--- src/rtl/float_to_fixed_pkg.sv ---
// Shared types for the float-to-fixed converter: IEEE-754 single-precision
// field layout, exponent/mantissa constants and operand classification.
package float_to_fixed_pkg;

  localparam int EXP_BIAS = 127;
  localparam int MAN_BITS = 23;

  typedef struct packed {
    logic                sign;
    logic [7:0]          exp;
    logic [MAN_BITS-1:0] man;
  } ieee_sp_t;

  typedef enum logic [1:0] {ZERO, NORMAL, INF, NAN} fclass_t;

  // Zero exponent covers both zero and denormals; these flush to zero.
  function automatic fclass_t classify(input ieee_sp_t f);
    fclass_t c;
    if (f.exp == 8'd0) begin
      c = ZERO;
    end else if (f.exp == 8'hFF) begin
      c = (f.man == '0) ? INF : NAN;
    end else begin
      c = NORMAL;
    end
    return c;
  endfunction

endpackage

--- src/rtl/float_to_fixed_pipe_shift.sv ---
// f2f_shift: barrel shifter that places the 24-bit mantissa into a W-bit
// magnitude. Positive shift moves left, non-positive moves right. Overflow is
// decided from the shift amount and the bits that would leave the W-bit
// window, so no shifted-out bit can wrap into the result.
module f2f_shift #(
  parameter int unsigned W = 24
) (
  input  logic               [23:0]  mant_i,
  input  logic signed        [9:0]   shift_i,
  output logic               [W-1:0] mag_o,
  output logic                       guard_o,
  output logic                       sticky_o,
  output logic                       ovf_o
);

  logic [63:0] lwide;
  logic [47:0] rwide;
  logic [63:0] rmag;
  int          sh;
  int unsigned ramt;

  // Shift the mantissa and derive guard/sticky (right) or overflow (left).
  always_comb begin
    lwide    = '0;
    rwide    = '0;
    rmag     = '0;
    sh       = int'(shift_i);
    ramt     = 0;
    mag_o    = '0;
    guard_o  = 1'b0;
    sticky_o = 1'b0;
    ovf_o    = 1'b0;
    if (sh >= 0) begin
      if (sh >= int'(W)) begin
        ovf_o = |mant_i;
      end else begin
        lwide = {40'd0, mant_i} << sh[5:0];
        ovf_o = |lwide[63:W];
        mag_o = lwide[W-1:0];
      end
    end else begin
      // Beyond 48 every mantissa bit is already below the guard position.
      ramt     = (sh <= -48) ? 32'd48 : unsigned'(-sh);
      rwide    = {mant_i, 24'd0} >> ramt[5:0];
      rmag     = {40'd0, rwide[47:24]};
      ovf_o    = |rmag[63:W];
      mag_o    = rmag[W-1:0];
      guard_o  = rwide[23];
      sticky_o = (|rwide[22:0]) | ((sh <= -48) & (|mant_i));
    end
  end

endmodule

--- src/rtl/float_to_fixed_pipe.sv ---
// float_to_fixed_pipe: 3-stage IEEE-754 single to signed fixed-point
// converter with valid/ready flow control on both sides.
//   S1 unpack/classify, S2 shift/round, S3 negate/saturate (output register).
// Optional feature macro: FLOAT2FIX_ROUND_EN selects round-to-nearest,
// ties away from zero; otherwise the magnitude is truncated toward zero.
module float_to_fixed_pipe
  import float_to_fixed_pkg::*;
#(
  parameter int unsigned FRACTIONAL_BITS = 22,
  parameter int unsigned INT_BITS        = 1
) (
  input  logic                                  clk,
  input  logic                                  reset,
  input  logic                                  in_valid,
  output logic                                  in_ready,
  input  logic [31:0]                           in_data,
  output logic                                  out_valid,
  input  logic                                  out_ready,
  output logic [INT_BITS+FRACTIONAL_BITS:0]     out_data,
  output logic                                  out_ovf,
  output logic                                  out_nan
);

  localparam int unsigned W = INT_BITS + FRACTIONAL_BITS + 1;

  // Magnitude limits carry one extra bit so a rounding carry is still visible.
  localparam logic [W:0]   POS_LIM = {2'b00, {(W-1){1'b1}}};
  localparam logic [W:0]   NEG_LIM = {2'b01, {(W-1){1'b0}}};
  localparam logic [W-1:0] SAT_POS = {1'b0, {(W-1){1'b1}}};
  localparam logic [W-1:0] SAT_NEG = {1'b1, {(W-1){1'b0}}};

  // Stage 1 registers
  logic                s1_valid_q;
  logic                s1_sign_q,  s1_sign_d;
  fclass_t             s1_cls_q,   s1_cls_d;
  logic [23:0]         s1_mant_q,  s1_mant_d;
  logic signed [9:0]   s1_shift_q, s1_shift_d;

  // Stage 2 registers
  logic                s2_valid_q;
  logic                s2_sign_q;
  fclass_t             s2_cls_q;
  logic [W:0]          s2_mag_q,   s2_mag_d;
  logic                s2_ovf_q;

  // Stage 3 (output) registers
  logic                out_valid_q;
  logic [W-1:0]        out_data_q, out_data_d;
  logic                out_ovf_q,  out_ovf_d;
  logic                out_nan_q,  out_nan_d;

  logic                adv1, adv2, adv3;
  ieee_sp_t            fin;
  logic [W-1:0]        sh_mag;
  logic                sh_guard, sh_sticky, sh_ovf;
  logic                round_inc;
  logic [W:0]          mag_neg;
  logic                unused_bits;

  // Stage k moves when it is empty or the stage after it moves.
  always_comb begin
    adv3 = !out_valid_q || out_ready;
    adv2 = !s2_valid_q || adv3;
    adv1 = !s1_valid_q || adv2;
  end

  assign in_ready  = adv1;
  assign out_valid = out_valid_q;
  assign out_data  = out_data_q;
  assign out_ovf   = out_ovf_q;
  assign out_nan   = out_nan_q;

  // S1: split the IEEE fields, classify and compute the signed shift amount.
  always_comb begin
    fin        = ieee_sp_t'(in_data);
    s1_sign_d  = fin.sign;
    s1_cls_d   = classify(fin);
    s1_mant_d  = {(fin.exp != 8'd0), fin.man};
    s1_shift_d = 10'(int'(fin.exp) - EXP_BIAS + int'(FRACTIONAL_BITS) - MAN_BITS);
  end

  f2f_shift #(
    .W (W)
  ) u_shift (
    .mant_i   (s1_mant_q),
    .shift_i  (s1_shift_q),
    .mag_o    (sh_mag),
    .guard_o  (sh_guard),
    .sticky_o (sh_sticky),
    .ovf_o    (sh_ovf)
  );

  // Ties-away rounding only needs the guard bit; sticky is kept for reuse.
  assign unused_bits = ^{sh_sticky, sh_guard};

`ifdef FLOAT2FIX_ROUND_EN
  assign round_inc = sh_guard;
`else
  assign round_inc = 1'b0;
`endif

  // S2: apply rounding to the magnitude; the extra top bit holds any carry.
  always_comb begin
    s2_mag_d = {1'b0, sh_mag} + {{W{1'b0}}, round_inc};
  end

  // S3: special-case handling, saturation against the signed limits, negate.
  always_comb begin
    out_data_d = '0;
    out_ovf_d  = 1'b0;
    out_nan_d  = 1'b0;
    mag_neg    = -s2_mag_q;
    case (s2_cls_q)
      ZERO: begin
      end
      NAN: begin
        out_nan_d = 1'b1;
      end
      INF: begin
        out_ovf_d  = 1'b1;
        out_data_d = s2_sign_q ? SAT_NEG : SAT_POS;
      end
      default: begin
        if (s2_ovf_q || (s2_mag_q > (s2_sign_q ? NEG_LIM : POS_LIM))) begin
          out_ovf_d  = 1'b1;
          out_data_d = s2_sign_q ? SAT_NEG : SAT_POS;
        end else begin
          out_data_d = s2_sign_q ? mag_neg[W-1:0] : s2_mag_q[W-1:0];
        end
      end
    endcase
  end

  // Pipeline registers; each stage loads only when it advances.
  always_ff @(posedge clk) begin
    if (reset) begin
      s1_valid_q  <= 1'b0;
      s1_sign_q   <= 1'b0;
      s1_cls_q    <= ZERO;
      s1_mant_q   <= '0;
      s1_shift_q  <= '0;
      s2_valid_q  <= 1'b0;
      s2_sign_q   <= 1'b0;
      s2_cls_q    <= ZERO;
      s2_mag_q    <= '0;
      s2_ovf_q    <= 1'b0;
      out_valid_q <= 1'b0;
      out_data_q  <= '0;
      out_ovf_q   <= 1'b0;
      out_nan_q   <= 1'b0;
    end else begin
      if (adv1) begin
        s1_valid_q <= in_valid;
        s1_sign_q  <= s1_sign_d;
        s1_cls_q   <= s1_cls_d;
        s1_mant_q  <= s1_mant_d;
        s1_shift_q <= s1_shift_d;
      end
      if (adv2) begin
        s2_valid_q <= s1_valid_q;
        s2_sign_q  <= s1_sign_q;
        s2_cls_q   <= s1_cls_q;
        s2_mag_q   <= s2_mag_d;
        s2_ovf_q   <= sh_ovf;
      end
      if (adv3) begin
        out_valid_q <= s2_valid_q;
        if (s2_valid_q) begin
          out_data_q <= out_data_d;
          out_ovf_q  <= out_ovf_d;
          out_nan_q  <= out_nan_d;
        end
      end
    end
  end

endmodule

--- config.mk ---
export PLATFORM = sky130hd
export DESIGN_NAME = float_to_fixed_pipe
export DESIGN_NICKNAME = d
export VERILOG_FILES = /design/src/rtl/float_to_fixed_pkg.sv /design/src/rtl/float_to_fixed_pipe_shift.sv /design/src/rtl/float_to_fixed_pipe.sv
export SDC_FILE = /design/constraint.sdc
export NUM_CORES = 1
export LEC_CHECK = 0
export BUFFER_PORTS_ARGS = -buffer_cell sky130_fd_sc_hd__buf_2
export CAP_MARGIN = 10
export CORE_MARGIN = 2
export CORE_UTILIZATION = 43
export DETAILED_ROUTE_END_ITERATION = 10
export GPL_TIMING_DRIVEN = 0
export HOLD_SLACK_MARGIN = 0.05
export PLACE_DENSITY = 0.57
export SYNTH_ARGS = -nofsm -noshare
export SYNTH_HDL_FRONTEND = slang
export SYNTH_HIERARCHICAL = 1
export SYNTH_SLANG_ARGS = --single-unit
--- constraint.sdc ---
create_clock -name clk -period 4.3 [get_ports clk]
set_input_delay 1.075 -clock clk [delete_from_list [all_inputs] [get_ports clk]]
set_output_delay 1.075 -clock clk [all_outputs]
set_load 0.02 [all_outputs]
==> results.cfg <==
[die]
die_h_um = 143
rows = 50
start_util_pct = 44.1
core_area_um2 = 18800
pin_count = 64
dieArea_um2 = 20400
die_w_um = 143

[timing]
worst_pin_slew_ps = 839
fin_skew_ps = 12.5
setup_tns_ps = 0
finalCritPeriodShare_pct = 94.4
slew_violations = 0
timing.slew.headroom_pct = 43.6
hold_viol = 0
min_period_ps = 4060
fmax_mhz = 246
rsz0062_at_grt = false
finalSetupViolCount = 0

[yosys]
synth_nets = 1159
post_synth.cell_area_avg_um2 = 7.56
synth_cells = 1094
syn_area_um2 = 8280
yosys_warnings = 6

[cts]
postCtsSetupRepairBufs = 0
cts_tree = built
hold_buffers = 0
clock_latency_ps = 350
cts.sinks = 94
root_buffer = clkbuf_16
clk_pin_slew_ps = 70
cts_buffer_depth = 2
cts.htree.levels = 3
cts_buffers = 9
post_cts_resized = 0

[setup_path]
slowest_delay_ps = 430
worstSetupEndpointType = flip-flop
path_cells = clkbuf_4 -> clkinvlp_4 -> buf_1 -> ha_1 -> clkbuf_1 -> o221a_4 -> buf_6 -> buf_6 -> a21oi_1 -> a22oi_1 -> a21oi_1 -> o21ai_0 -> a21oi_1 -> o22ai_1 -> nand2_1 -> a21oi_1
arrival_ps = 4340
r2r-start = s1_shift_q[0]$_SDFFE_PP0P_
timing.critical_path.mode_cell = a21oi_1
cp-start-kind = flip-flop
path_class = flip-flop to flip-flop
crit_required_ps = 4580
cp_num_buf_inv = 6
slowest_stage = dfxtp_1
r2r-end = s2_mag_q[0]$_SDFFE_PP0P_
crit_path_max_fanout = 10
rrSetupSlack_ps = 240
reg2reg_depth = 16
cp_top_family = compound AO/OA/AOI/OAI gates

[finish]
area_growth_pct = 11.5
stdcell_count = 1404
fin_util_pct = 49.2
fin_nets = 1231
drive_above_1_share_pct = 16.3
diodes = 0

[global_route]
grt_pass1_wl_um = 47200
antenna_found_initial = 0
grt_pass1_vias = 8226
grt_use_total_pct = 29.8
grt_max_degree = 26
globalRouteOverflowTotal = 0

[route]
via_per_inst = 6.29
wire_per_inst_um = 21.3
drtPass1Iterations = 5
ant_nets = 0
drtIter0Drc = 927
drc = 0
num_vias = 8837
wl_um = 30000

[placement]
dpl.hpwl_um = 23500
gp_congestion = 0.963
portBuffers = 61
placed_cells = 1389

[min_path]
whs_path_depth = 2
hold_class = flip-flop to flip-flop
min_from = s1_shift_q[5]$_SDFFE_PP0P_
hold_end = s1_shift_q[5]$_SDFFE_PP0P_

[flow_run]
max_cap_violations = 0

[power]
ir_worst_vdd_mv = 0.183
leakage_uw = 0.00357
power_density_nw_per_um2 = 322

[status]
status = completed
-- layer usage --
metal	wire, um	global-route usage (%)
met1	14200	45.0
met2	12400	42.4
met3	2670	5.97
met4	656	8.91
met5	0	0
-- flip-flops by register name, summed over array words and instances (netlist names), 2 cells and up --
signal,count
s2_mag_q,24
s1_shift_q,10
out_data,24
s1_mant_q,24
s2_cls_q,2
s1_cls_q,2
-- stage by stage --
| stage | setup WS (ps) | instance area, um^2 | hold WS, ps | total power, uW |
|---|---|---|---|---|
| detailed placement | 176 | 8870 | 444 | 2010 |
| global route | 11.0 | 9230 | 470 | 3100 |
| finish | 243 | 9230 | 452 | 2970 |
| floorplan | 1100 | 8280 | 429 | 1710 |
| global placement | 65.8 | 8870 | 438 | 2020 |
| CTS | 123 | 9220 | 455 | 2960 |
-- worst register-to-register path, stage by stage, from the launching register on --
cell and delay, ps:
dfxtp_1 430, clkbuf_4 300, clkinvlp_4 260, buf_1 340, ha_1 380, clkbuf_1 250
o221a_4 280, buf_6 170, buf_6 160, a21oi_1 50, a22oi_1 350, a21oi_1 130
o21ai_0 220, a21oi_1 170, o22ai_1 250, nand2_1 110, a21oi_1 150
-- cells in the final DEF (no fill, tap or decap), types with 11 or more instances in the layout --
| cell type | instances |
|---|---|
| nand2_1 | 179 |
| a21oi_1 | 114 |
| dfxtp_1 | 93 |
| nor2_1 | 89 |
| buf_2 | 77 |
| clkbuf_1 | 52 |
| o21ai_0 | 39 |
| nand3_1 | 38 |
| mux2i_1 | 38 |
| ha_1 | 29 |
| nor3_1 | 26 |
| o22ai_1 | 25 |
| mux4_2 | 21 |
| inv_1 | 20 |
| nor4_1 | 20 |
| a211oi_1 | 20 |
| xnor2_1 | 16 |
| mux2_2 | 15 |
| nand4_1 | 14 |
| and2_1 | 13 |
| buf_6 | 11 |
| o211ai_1 | 11 |
-- worst max-delay path by stage --
stage / start / endpoint / slack, ps / cells after the start
final: s1_shift_q[0]$_SDFFE_PP0P_ / s2_mag_q[0]$_SDFFE_PP0P_ / 240 / 16
after global routing: s1_shift_q[0]$_SDFFE_PP0P_ / s2_mag_q[0]$_SDFFE_PP0P_ / 10 / 16
after floorplan: s1_shift_q[1]$_SDFFE_PP0P_ / s2_mag_q[2]$_SDFFE_PP0P_ / 1100 / 15
after global placement: s1_shift_q[0]$_SDFFE_PP0P_ / s2_mag_q[0]$_SDFFE_PP0P_ / 70 / 16
after detailed placement: s1_shift_q[0]$_SDFFE_PP0P_ / s2_mag_q[0]$_SDFFE_PP0P_ / 180 / 16
after CTS: s1_shift_q[0]$_SDFFE_PP0P_ / s2_mag_q[0]$_SDFFE_PP0P_ / 120 / 16
-- area by class of cell --
cell class | count | area, um^2
Tap cell | 234 | 293
Multi-Input combinational cell | 882 | 5830
Buffer | 95 | 478
Inverter | 23 | 90.1
Clock buffer | 9 | 225
Clock inverter | 6 | 119
Sequential cell | 94 | 1880
Timing Repair Buffer | 61 | 305
Fill cell | 1951 | 9540
-- where the power goes --
part           switching [uW]  internal, uW
combinational             650           405
clock                     373           573
sequential               53.0           914
Power figures use the tool's default switching activity.
